<file path="config.mk">
export PLATFORM = sky130hd
export DESIGN_NAME = case_word_encoder
export DESIGN_NICKNAME = d
export VERILOG_FILES = /design/src/rtl/case_word_encoder.sv
export SDC_FILE = /design/constraint.sdc
export NUM_CORES = 1
export LEC_CHECK = 0
export CAP_MARGIN = 40
export CORE_MARGIN = 3
export CORE_UTILIZATION = 45
export DETAILED_ROUTE_END_ITERATION = 10
export PLACE_DENSITY = 0.9
export RECOVER_POWER = 25
export SLEW_MARGIN = 25
export SYNTH_ARGS = -nofsm -noshare
export SYNTH_HDL_FRONTEND = slang
export SYNTH_SLANG_ARGS = --single-unit
</file>
<file path="constraint.sdc">
create_clock -name clk -period 4 [get_ports clk]
set_input_delay 0.4 -clock clk [delete_from_list [all_inputs] [get_ports clk]]
set_output_delay 0.4 -clock clk [all_outputs]
set_load 0.01 [all_outputs]
</file>
<file path="src/rtl/case_word_encoder.sv">
// Code-to-word encoder: maps a code in 1..256 to four 32-bit symbol beats on a valid/ready stream.
// Optional macro CASE_ENC_ERR_CNT_EN adds a saturating 8-bit illegal-code counter output (err_cnt).
module case_word_encoder (
    input  logic        clk,
    input  logic        rst,
    input  logic [8:0]  in_code,
    input  logic        in_valid,
    output logic        in_ready,
    output logic [31:0] out_data,
    output logic        out_valid,
    input  logic        out_ready,
    output logic        out_last,
    output logic        err
`ifdef CASE_ENC_ERR_CNT_EN
    ,
    output logic [7:0]  err_cnt
`endif
);

    typedef enum logic {IDLE, SEND} state_t;

    state_t      state_q;
    logic [1:0]  cnt_q;
    logic [7:0]  idx_q;
    logic        err_q;

    logic        accept;
    logic        legal;
    logic [7:0]  idx_d;
    logic [1:0]  sel;

    function automatic logic [31:0] sym(input logic [1:0] s);
        logic [31:0] v;
        unique case (s)
            2'd0:    v = 32'hDEADBEEF;
            2'd1:    v = 32'h0BAD0B01;
            2'd2:    v = 32'hC001D00D;
            default: v = 32'h12345678;
        endcase
        return v;
    endfunction

    // Code 256 wraps to low byte 0, so subtracting in 8 bits still yields idx 255.
    assign idx_d  = in_code[7:0] - 8'd1;
    assign legal  = (in_code != 9'd0) && (in_code <= 9'd256);
    assign accept = in_valid && in_ready;

    always_ff @(posedge clk or posedge rst) begin
        if (rst) begin
            state_q <= IDLE;
            cnt_q   <= 2'd0;
            idx_q   <= 8'd0;
            err_q   <= 1'b0;
        end else begin
            err_q <= accept && !legal;
            unique case (state_q)
                IDLE: begin
                    if (accept && legal) begin
                        idx_q   <= idx_d;
                        cnt_q   <= 2'd0;
                        state_q <= SEND;
                    end
                end
                SEND: begin
                    if (out_ready) begin
                        cnt_q <= cnt_q + 2'd1;
                        if (cnt_q == 2'd3) state_q <= IDLE;
                    end
                end
                default: state_q <= IDLE;
            endcase
        end
    end

    always_comb begin
        sel = 2'd0;
        unique case (cnt_q)
            2'd0:    sel = idx_q[7:6];
            2'd1:    sel = idx_q[5:4];
            2'd2:    sel = idx_q[3:2];
            default: sel = idx_q[1:0];
        endcase
    end

    assign in_ready  = (state_q == IDLE);
    assign out_valid = (state_q == SEND);
    assign out_data  = out_valid ? sym(sel) : 32'h0;
    assign out_last  = out_valid && (cnt_q == 2'd3);
    assign err       = err_q;

`ifdef CASE_ENC_ERR_CNT_EN
    logic [7:0] err_cnt_q;

    always_ff @(posedge clk or posedge rst) begin
        if (rst)                              err_cnt_q <= 8'd0;
        else if (err_q && err_cnt_q != 8'hFF) err_cnt_q <= err_cnt_q + 8'd1;
    end

    assign err_cnt = err_cnt_q;
`endif

endmodule

</file>
==> flow_metrics.py, run 1 <==
metrics = {
    "clock_network": {
        "cts.clk_slew.worst_paths_ps": 70,
        "numCtsBuffers": 3,
        "clk_latency_ps": 270,
        "htreeDepth": 1,
        "clock-root-buffer": "clkbuf_4",
        "hold_buffers": 0,
        "cts-resized-gates": 0,
        "post_cts_buffers": 0,
        "clkSinkCount": 12,
        "cts_max_path_buffers": 2,
        "cts_tree": "yes",
    },
    "worst_setup_path": {
        "r2r_slack_ps": 2400,
        "arrival_ps": 2720,
        "slowest_delay_ps": 580,
        "crit_start": "cnt_q[0]$_DFFE_PP0P_",
        "end_kind": "output port",
        "path_delay_family": "buffers and inverters",
        "timing.rr.start": "out_valid$_DFF_PP0_",
        "worstSetupStartpointType": "flop",
        "criticalPathCategory": "reg2out",
        "critPathSlowestCell": "clkdlybuf4s50_1",
        "path_cells": "inv_1, ha_1, a222oi_1, mux2i_1, inv_1, ha_1, nor2_1, nor2_1, clkdlybuf4s50_1",
        "reg2reg_to": "idx_q[7]$_DFFE_PP0P_",
        "crit_fanout": 6,
        "cp_data_required_time_ps": 3600,
        "rr_worst_depth": 4,
        "path_buf_inv": 3,
    },
    "timing": {
        "fin_crit_sh_pct": 78.0,
        "worst_slack_ps": 881,
        "min_period_ps": 3120,
        "whs_ps": 527,
        "hold_viol_final": 0,
        "setup_tns_ps": 0,
        "setup_viol": 0,
        "rsz0062_at_grt": "no",
        "slew_violations": 0,
        "max_freq_mhz": 321,
        "skew_ps": 3.46,
    },
    "die": {
        "core.rowCount": 17,
        "fp.dieH_um": 55.8,
        "fp.coreArea_um2": 2280,
        "chipWidth_um": 55.8,
        "die-area_um2": 3110,
        "start_util_pct": 49.0,
        "io_pins": 49,
    },
    "logic_synthesis": {
        "synth_cell_type_count": 29,
        "synth.avg_cell_area_um2": 9.62,
        "ys_ff_latch": 12,
        "synthCells": 116,
        "yosysWarnings": 0,
        "ys_seq_area_share_pct": 26.9,
        "syn_area_um2": 1120,
    },
    "min_path": {
        "min_from": "idx_q[5]$_DFFE_PP0P_",
        "min_path_cells": 1,
        "min_to": "idx_q[5]$_DFFE_PP0P_",
        "min_path_type": "reg2reg",
    },
    "layout": {
        "antenna_cells": 0,
        "area_delta_synth_final_pct": 32.2,
        "drive_above_1_share_pct": 10.4,
        "final_common_cell": "clkdlybuf4s50_1",
        "nets": 171,
        "layout_common_cells": "clkdlybuf4s50_1 (42), ha_1 (13), dfrtp_1 (12)",
    },
    "routing": {
        "first_iter_violations": 5,
        "wl_mm": 2.09,
        "wl_per_cell_um": 12.1,
        "vias": 840,
        "via_per_inst": 4.88,
        "drc": 0,
        "first_pass_iters": 4,
        "drtAntennaViolNets": 0,
    },
    "grt": {
        "grt-ovfl-total": 0,
        "grt_first_pass_wirelength_mm": 3.64,
        "antenna_found_initial": 0,
        "grt_use_total_pct": 14.6,
        "grt_start_max_net_pins": 13,
        "grt_pass1_vias": 836,
    },
    "place": {
        "port_buffers": 45,
        "dp_slack_ps": 1130,
        "gp_congestion": 0.741,
        "hpwl_mm": 1.84,
    },
    "run_status": {
        "outcome": "finished, final reports clean",
    },
    "power_and_ir_drop": {
        "p_per_area_nw_per_um2": 1040,
        "leakage_nw": 0.661,
        "ir_worst_vdd_v": 0.000824,
    },
    "job": {
        "maxCapViolCount": 0,
    },
}
## how the worst max path moves through the flow
stage,to,slack (ps),cells past startpoint
final,out_data[19],880,9
after global routing,out_data[19],600,9
after detailed placement,out_data[19],1130,9
after floorplan,out_data[19],1690,9
after CTS,out_data[19],840,9
after global placement,out_data[11],1290,9
## per-stage QoR
| step | util, % | instance area [um^2] | instances | power [mW] |
|---|---|---|---|---|
| final | 64.8 | 1480 | 172 | 1.54 |
| after global routing | 64.8 | 1480 | 172 | 1.66 |
| after CTS | 64.8 | 1480 | 172 | 1.56 |
| after detailed placement | 63.2 | 1440 | 168 | 1.46 |
| after global placement | 63.2 | 1440 | 168 | 1.43 |
| after floorplan | - | 1120 | 118 | 1.03 |
## power by group
| group | total, mW | internal, mW | switching (mW) |
|---|---|---|---|
| Clock | 0.0946 | 0.0554 | 0.0392 |
| Combinational | 1.21 | 0.701 | 0.509 |
| Sequential | 0.231 | 0.178 | 0.0522 |
| Total | 1.54 | 0.934 | 0.601 |
## Yosys cell counts
cell type	count	area [um^2]
nand4_1	2	12.5
nand2b_1	1	6.26
nand2_4	1	11.3
o21ai_0	2	10.0
a21o_2	1	8.76
nand3b_1	1	7.51
buf_4	22	165
and2_1	5	31.3
conb_1	1	3.75
a21o_1	1	7.51
inv_1	9	33.8
xor2_1	3	26.3
buf_2	1	5.00
dfrtp_1	12	300
nor3_4	1	16.3
nand2_1	6	22.5
nand3_1	2	10.0
ha_1	13	163
nor4_1	1	6.26
a211o_2	1	10.0
a222oi_1	2	20.0
xnor2_1	4	35.0
nor4b_4	1	23.8
nor3_1	1	5.00
mux2_4	6	90.1
a21oi_1	1	5.00
nor2b_1	2	12.5
mux2i_1	3	30.0
nor2_1	10	37.5
## cell families after synthesis
family	share of synthesized area [%]
xor+xnor	5.49
simple gates	18.2
mux	10.8
fa+ha+maj	14.6
buf+inv	18.3
compound gates	5.49
other cells	0.336
flops	26.9
## flip-flops by register name, indices dropped and copies added, names as in the netlist
name       flops
err            1
cnt_q          2
out_valid      1
idx_q          8
## layout make-up
cell class                 instances  area [um^2]
fill                             181          801
multi-input combinational         74          619
timing repair buffer              45          450
sequential                        12          300
clock buffer                       4         36.3
tap                               28         35.0
inverter                           9         33.8
## metal layers
metal	up-vias	GRT usage [%]	wire [um]
li1	417	-	-
met1	370	14.7	775
met2	45	27.2	1080
met3	8	3.71	179
met4	0	7.64	59
met5	-	0	0
No activity file was read; power rests on OpenSTA's default activity.
==> run 2: changes to the inputs <==
--- a/config.mk
+++ b/config.mk
@@ -7,9 +7,9 @@
 export LEC_CHECK = 0
 export CAP_MARGIN = 40
 export CORE_MARGIN = 3
-export CORE_UTILIZATION = 45
+export CORE_UTILIZATION = 38
 export DETAILED_ROUTE_END_ITERATION = 10
-export PLACE_DENSITY = 0.9
+export PLACE_DENSITY = 0.81
 export RECOVER_POWER = 25
 export SLEW_MARGIN = 25
 export SYNTH_ARGS = -nofsm -noshare
==> constraint.sdc (replaced) <==
create_clock -name clk -period 2.7 [get_ports clk]
set_input_delay 0.27 -clock clk [delete_from_list [all_inputs] [get_ports clk]]
set_output_delay 0.27 -clock clk [all_outputs]
set_load 0.01 [all_outputs]
==> run 2 against run 1 <==
- clock skew is 5.1 ps higher
- largest cell class unchanged
- sequential power grew 46%
- wire length up 13%
- sequential cell count is the same
- first-iteration DRC count grew to 4.6 times the previous value
- die area up 16%
- cell count is 6.4% higher
==> flow_metrics.py, run 2 (synthesized netlist as in run 1, its figures left out) <==
metrics = {
    "power_and_ir_drop": {
        "leakage_nw": 0.812,
        "p_sw_mw": 0.959,
        "clock_power_share_pct": 6.7,
        "ir_worst_vdd_v": 0.000964,
        "switching_share_pct": 44.2,
        "p_per_area_nw_per_um2": 1430,
        "p_int_mw": 1.21,
        "seq_power_share_pct": 15.6,
        "p_total_mw": 2.17,
        "combinationalPowerShare_pct": 77.8,
    },
    "routing": {
        "first_iter_violations": 23,
        "drc": 0,
        "first_pass_iters": 4,
        "drtAntennaViolNets": 0,
        "via_per_inst": 4.76,
        "vias": 871,
        "wl_mm": 2.37,
        "wl_per_cell_um": 13.0,
    },
    "place": {
        "hpwl_mm": 1.94,
        "port_buffers": 45,
        "gp_congestion": 0.775,
        "dp_slack_ps": -14.4,
        "place_area_um2": 1440,
    },
    "job": {
        "maxCapViolCount": 0,
    },
    "die": {
        "core.rowCount": 19,
        "io_pins": 49,
        "fp.dieH_um": 60.2,
        "start_util_pct": 40.1,
        "fp.coreArea_um2": 2780,
        "die-area_um2": 3620,
        "chipWidth_um": 60.2,
    },
    "layout": {
        "final_common_cell": "clkdlybuf4s50_1",
        "largest_reg_flops": 8,
        "n_fill_cell": 285,
        "final_area_um2": 1510,
        "antenna_cells": 0,
        "multiInputGateArea_um2": 638,
        "area_delta_synth_final_pct": 35.4,
        "drive_above_1_share_pct": 26.3,
        "largest_register": "idx_q",
        "layout_common_cells": "clkdlybuf4s50_1 (15), dlygate4sd2_1 (14), ha_1 (12)",
        "seq_area_um2": 302,
        "largestRegisters": "idx_q (8), cnt_q (2)",
        "nets": 179,
    },
    "worst_setup_path": {
        "arrival_ps": 2390,
        "worstSetupStartpointType": "flop",
        "criticalPathCategory": "reg2out",
        "cp_data_required_time_ps": 2430,
        "end_kind": "output port",
        "rr_worst_depth": 4,
        "crit_fanout": 4,
    },
    "timing": {
        "max_freq_mhz": 377,
        "setup_tns_ps": 0,
        "rsz0062_at_grt": "yes",
        "hold_viol_final": 0,
        "setup_viol": 0,
        "min_period_ps": 2660,
        "fin_crit_sh_pct": 98.4,
        "slew_violations": 0,
        "skew_ps": 8.61,
        "worst_slack_ps": 44.2,
    },
    "clock_network": {
        "cts_tree": "yes",
        "clk_latency_ps": 280,
        "htreeDepth": 1,
        "cts.clk_slew.worst_paths_ps": 80,
        "numCtsBuffers": 3,
        "clock-root-buffer": "clkbuf_4",
        "clkSinkCount": 12,
        "cts_max_path_buffers": 2,
    },
    "grt": {
        "grt_pass1_vias": 886,
        "grt_use_total_pct": 13.6,
        "grt_start_max_net_pins": 13,
        "grt-ovfl-total": 0,
        "grt_first_pass_wirelength_mm": 3.75,
        "antenna_found_initial": 0,
    },
    "run_status": {
        "outcome": "finished, final reports clean",
    },
    "min_path": {
        "min_path_type": "in2async",
    },
}
==> run 2: cell count changes in the layout (fill, tap and decap cells not counted), moves of 2 or more <==
cell,delta
buf_4,+8
clkbuf_2,+9
clkdlybuf4s50_1,-27
dlygate4sd2_1,+14
dlygate4sd3_1,-2
dlymetal6s2s_1,+6
nor2_1,-3
nor2_2,+3
==> run 2: final timing paths <==
path                            slack, ps                 start              endpoint
worst min register to register        530  idx_q[6]$_DFFE_PP0P_  idx_q[6]$_DFFE_PP0P_
worst max-delay path                   40  cnt_q[0]$_DFFE_PP0P_          out_data[23]
worst max register to register       1070   out_valid$_DFF_PP0_  idx_q[3]$_DFFE_PP0P_
min in group clk                      530  idx_q[6]$_DFFE_PP0P_  idx_q[6]$_DFFE_PP0P_
max in group asynchronous            1950                   rst  cnt_q[0]$_DFFE_PP0P_
worst min-delay path                  420                   rst  cnt_q[1]$_DFFE_PP0P_
==> run 2: metrics by stage <==
| stage | instances | util, % | hold slack (ps) |
|---|---|---|---|
| after global placement | 171 | 51.9 | 508 |
| after floorplan | 118 | - | 135 |
| after detailed placement | 171 | 51.9 | 509 |
| after CTS | 182 | 54.6 | 304 |
| after global routing | 183 | 54.3 | 469 |
| final | 183 | 54.3 | 423 |
==> run 2: power by group through the flow <==
stage	sequential, mW	clock [mW]	combinational (mW)
after floorplan	0.312	0	1.21
after global placement	0.340	0	1.78
after detailed placement	0.348	0	1.83
after CTS	0.341	0.148	1.71
after global routing	0.350	0.158	1.87
final	0.338	0.144	1.69
==> run 2: final cells by class <==
class	count	share of cell area, %
clock buffer	4	2.40
multi-input combinational	74	42.2
sequential	12	20.0
timing repair buffer	53	30.6
tap	31	2.57
inverter	9	2.24
==> run 2: metal layers <==
layer  global-route usage (%)  routed length (um)
met5                        0                   0
met3                     2.38                 289
met1                     13.4                 881
met2                     27.2                1160
met4                     5.70                  41
==> run 2: repair_timing <==
action	4_1_cts	5_1_grt
endpoints found under the setup margin	29	25
gates resized for setup	29	26
pin swaps	1	2
setup buffers	7	1
hold buffers	0	0
==> run 2: critical path: stages, from the launching register on <==
cell and delay, ps:
dfrtp_2 400, inv_1 70, ha_1 210, a222oi_1 360, nor2b_2 230, a21o_1 120, buf_4 120, ha_1 140
nor2_1 50, nor2_2 120, dlygate4sd2_1 290
==> run 3: changes to the inputs <==
--- a/config.mk
+++ b/config.mk
@@ -7,10 +7,9 @@
 export LEC_CHECK = 0
 export CAP_MARGIN = 40
 export CORE_MARGIN = 3
-export CORE_UTILIZATION = 38
+export CORE_UTILIZATION = 42
 export DETAILED_ROUTE_END_ITERATION = 10
-export PLACE_DENSITY = 0.81
-export RECOVER_POWER = 25
+export PLACE_DENSITY = 0.85
 export SLEW_MARGIN = 25
 export SYNTH_ARGS = -nofsm -noshare
 export SYNTH_HDL_FRONTEND = slang
==> constraint.sdc (replaced) <==
create_clock -name clk -period 2.75 [get_ports clk]
set_input_delay 0.275 -clock clk [delete_from_list [all_inputs] [get_ports clk]]
set_output_delay 0.275 -clock clk [all_outputs]
set_load 0.01 [all_outputs]
==> run 3 against run 2 <==
- hold slack got worse by 130 ps
- global-route usage is 0.45 points lower
- die area is 8.6% lower
- largest power group unchanged
==> flow_metrics.py, run 3 (synthesized netlist as in run 1, its figures left out) <==
metrics = {
    "die": {
        "fp.dieH_um": 57.6,
        "start_util_pct": 44.6,
        "core.rowCount": 18,
        "die-area_um2": 3310,
        "io_pins": 49,
        "fp.coreArea_um2": 2500,
        "chipWidth_um": 57.6,
    },
    "layout": {
        "n_fill_cell": 226,
        "layout.cells.non_filler": 181,
        "layout_common_cells": "dlygate4sd2_1 (18), clkdlybuf4s50_1 (17), ha_1 (13)",
        "largest_reg_flops": 8,
        "largestRegisters": "idx_q (8), cnt_q (2)",
        "final_area_um2": 1540,
        "final_common_cell": "dlygate4sd2_1",
        "nets": 178,
        "largest_register": "idx_q",
        "area_delta_synth_final_pct": 37.9,
        "antenna_cells": 0,
        "drive_above_1_share_pct": 17.2,
        "final_util_pct": 61.6,
    },
    "routing": {
        "drtAntennaViolNets": 0,
        "first_pass_iters": 4,
        "highest_layer": "met4",
        "wl_met1_um": 812,
        "wl_mm": 2.22,
        "wl_per_cell_um": 12.2,
        "wl_met2_mm": 1.08,
        "drc": 0,
        "route.met3.wl_um": 272,
        "first_iter_violations": 6,
        "vias": 889,
        "via_per_inst": 4.91,
    },
    "timing": {
        "max_freq_mhz": 380,
        "setup_viol": 0,
        "rsz0062_at_grt": "yes",
        "min_period_ps": 2630,
        "skew_ps": 5.23,
        "slew_violations": 0,
        "hold_viol_final": 0,
        "fin_crit_sh_pct": 95.8,
    },
    "worst_setup_path": {
        "worstSetupStartpointType": "flop",
        "end_kind": "output port",
        "slowest_delay_ps": 570,
        "path_delay_family": "buffers and inverters",
        "cp_data_required_time_ps": 2480,
        "path_buf_inv": 3,
        "path_cells": "inv_1, ha_1, a222oi_1, mux2i_1, buf_4, nor2_1, clkdlybuf4s50_1",
        "critPathSlowestCell": "clkdlybuf4s50_1",
        "arrival_ps": 2360,
        "criticalPathCategory": "reg2out",
        "crit_fanout": 4,
    },
    "place": {
        "gp_congestion": 0.776,
        "dp.cells": 171,
        "hpwl_mm": 1.82,
        "place_area_um2": 1450,
        "port_buffers": 45,
    },
    "run_status": {
        "outcome": "finished, final reports clean",
    },
    "grt": {
        "antenna_found_initial": 0,
        "grt_use_total_pct": 13.2,
        "grt_start_max_net_pins": 13,
        "grt_pass1_vias": 835,
        "grt-ovfl-total": 0,
        "grt_first_pass_wirelength_mm": 3.39,
    },
    "power_and_ir_drop": {
        "leakage_nw": 0.850,
        "p_per_area_nw_per_um2": 1370,
        "ir_worst_vdd_v": 0.000857,
    },
    "job": {
        "maxCapViolCount": 0,
    },
    "clock_network": {
        "clkSinkCount": 12,
        "clk_latency_ps": 270,
        "htreeDepth": 1,
        "hold_buffers": 0,
        "cts_max_path_buffers": 2,
        "numCtsBuffers": 3,
        "clock-root-buffer": "clkbuf_4",
        "cts_tree": "yes",
        "cts.clk_slew.worst_paths_ps": 80,
    },
    "min_path": {
        "min_path_type": "in2async",
    },
}
## run 3: cell count changes in the layout (fill, tap and decap cells not counted), sizes merged
cell,before,now
clkbuf,13,4
dlygate4sd2,14,18
dlymetal6s2s,6,9
clkdlybuf4s50,15,17
buf,8,7
clkdlybuf4s15,0,1
dlygate4sd3,1,0
## run 3: through the flow
stage          TNS, ps  hold WS, ps  worst slack (ps)  power (mW)
2_1_floorplan        0          140               561        1.49
3_3_place_gp         0          505               183        2.09
3_5_place_dp         0          508              37.7        2.13
4_1_cts              0          301              27.7        2.12
5_1_grt          -18.6          352             -7.61        2.26
6_report             0          291               116        2.10
## run 3: what timing repair did
action                     CTS  global route
setup endpoints to repair   25            15
pin swaps                    0             1
setup buffers                4             2
resized for setup           23            10
## run 3: routing by layer
metal  up-vias  track usage [%]
met5         -                0
met4         0             6.29
met3         5             3.85
met2        50             24.8
met1       405             12.9
li1        429                -
## run 3: worst register-to-register path: stages (launching register included)
cell      delay [ps]
dfrtp_1          500
nand2b_1         210
a211o_2          310
nand2_4          160
mux2_4           320
## run 3: power breakdown
part	internal, mW	leakage [nW]	switching [mW]	total (mW)
clock network	0.0805	0.0210	0.0581	0.139
registers	0.261	0.142	0.0694	0.330
logic	0.866	0.687	0.770	1.64
## run 3: worst paths after layout
kind,from,end,cells past startpoint,slack [ps]
worst max-delay path,cnt_q[1]$_DFFE_PP0P_,out_data[15],7,120
max in group asynchronous,rst,cnt_q[0]$_DFFE_PP0P_,2,2140
worst min-delay path,rst,cnt_q[1]$_DFFE_PP0P_,2,290
worst max register to register,out_valid$_DFF_PP0_,idx_q[2]$_DFFE_PP0P_,4,1140
min in group clk,idx_q[6]$_DFFE_PP0P_,idx_q[6]$_DFFE_PP0P_,1,520
worst min register to register,idx_q[6]$_DFFE_PP0P_,idx_q[6]$_DFFE_PP0P_,1,520
## run 3: cell type report
| cell class | instances | area, um^2 | area share (%) |
|---|---|---|---|
| Tap cell | 30 | 37.5 | 2.44 |
| Clock buffer | 4 | 36.3 | 2.36 |
| Timing Repair Buffer | 52 | 503 | 32.7 |
| Multi-Input combinational cell | 74 | 627 | 40.7 |
| Sequential cell | 12 | 302 | 19.6 |
| Inverter | 9 | 33.8 | 2.20 |
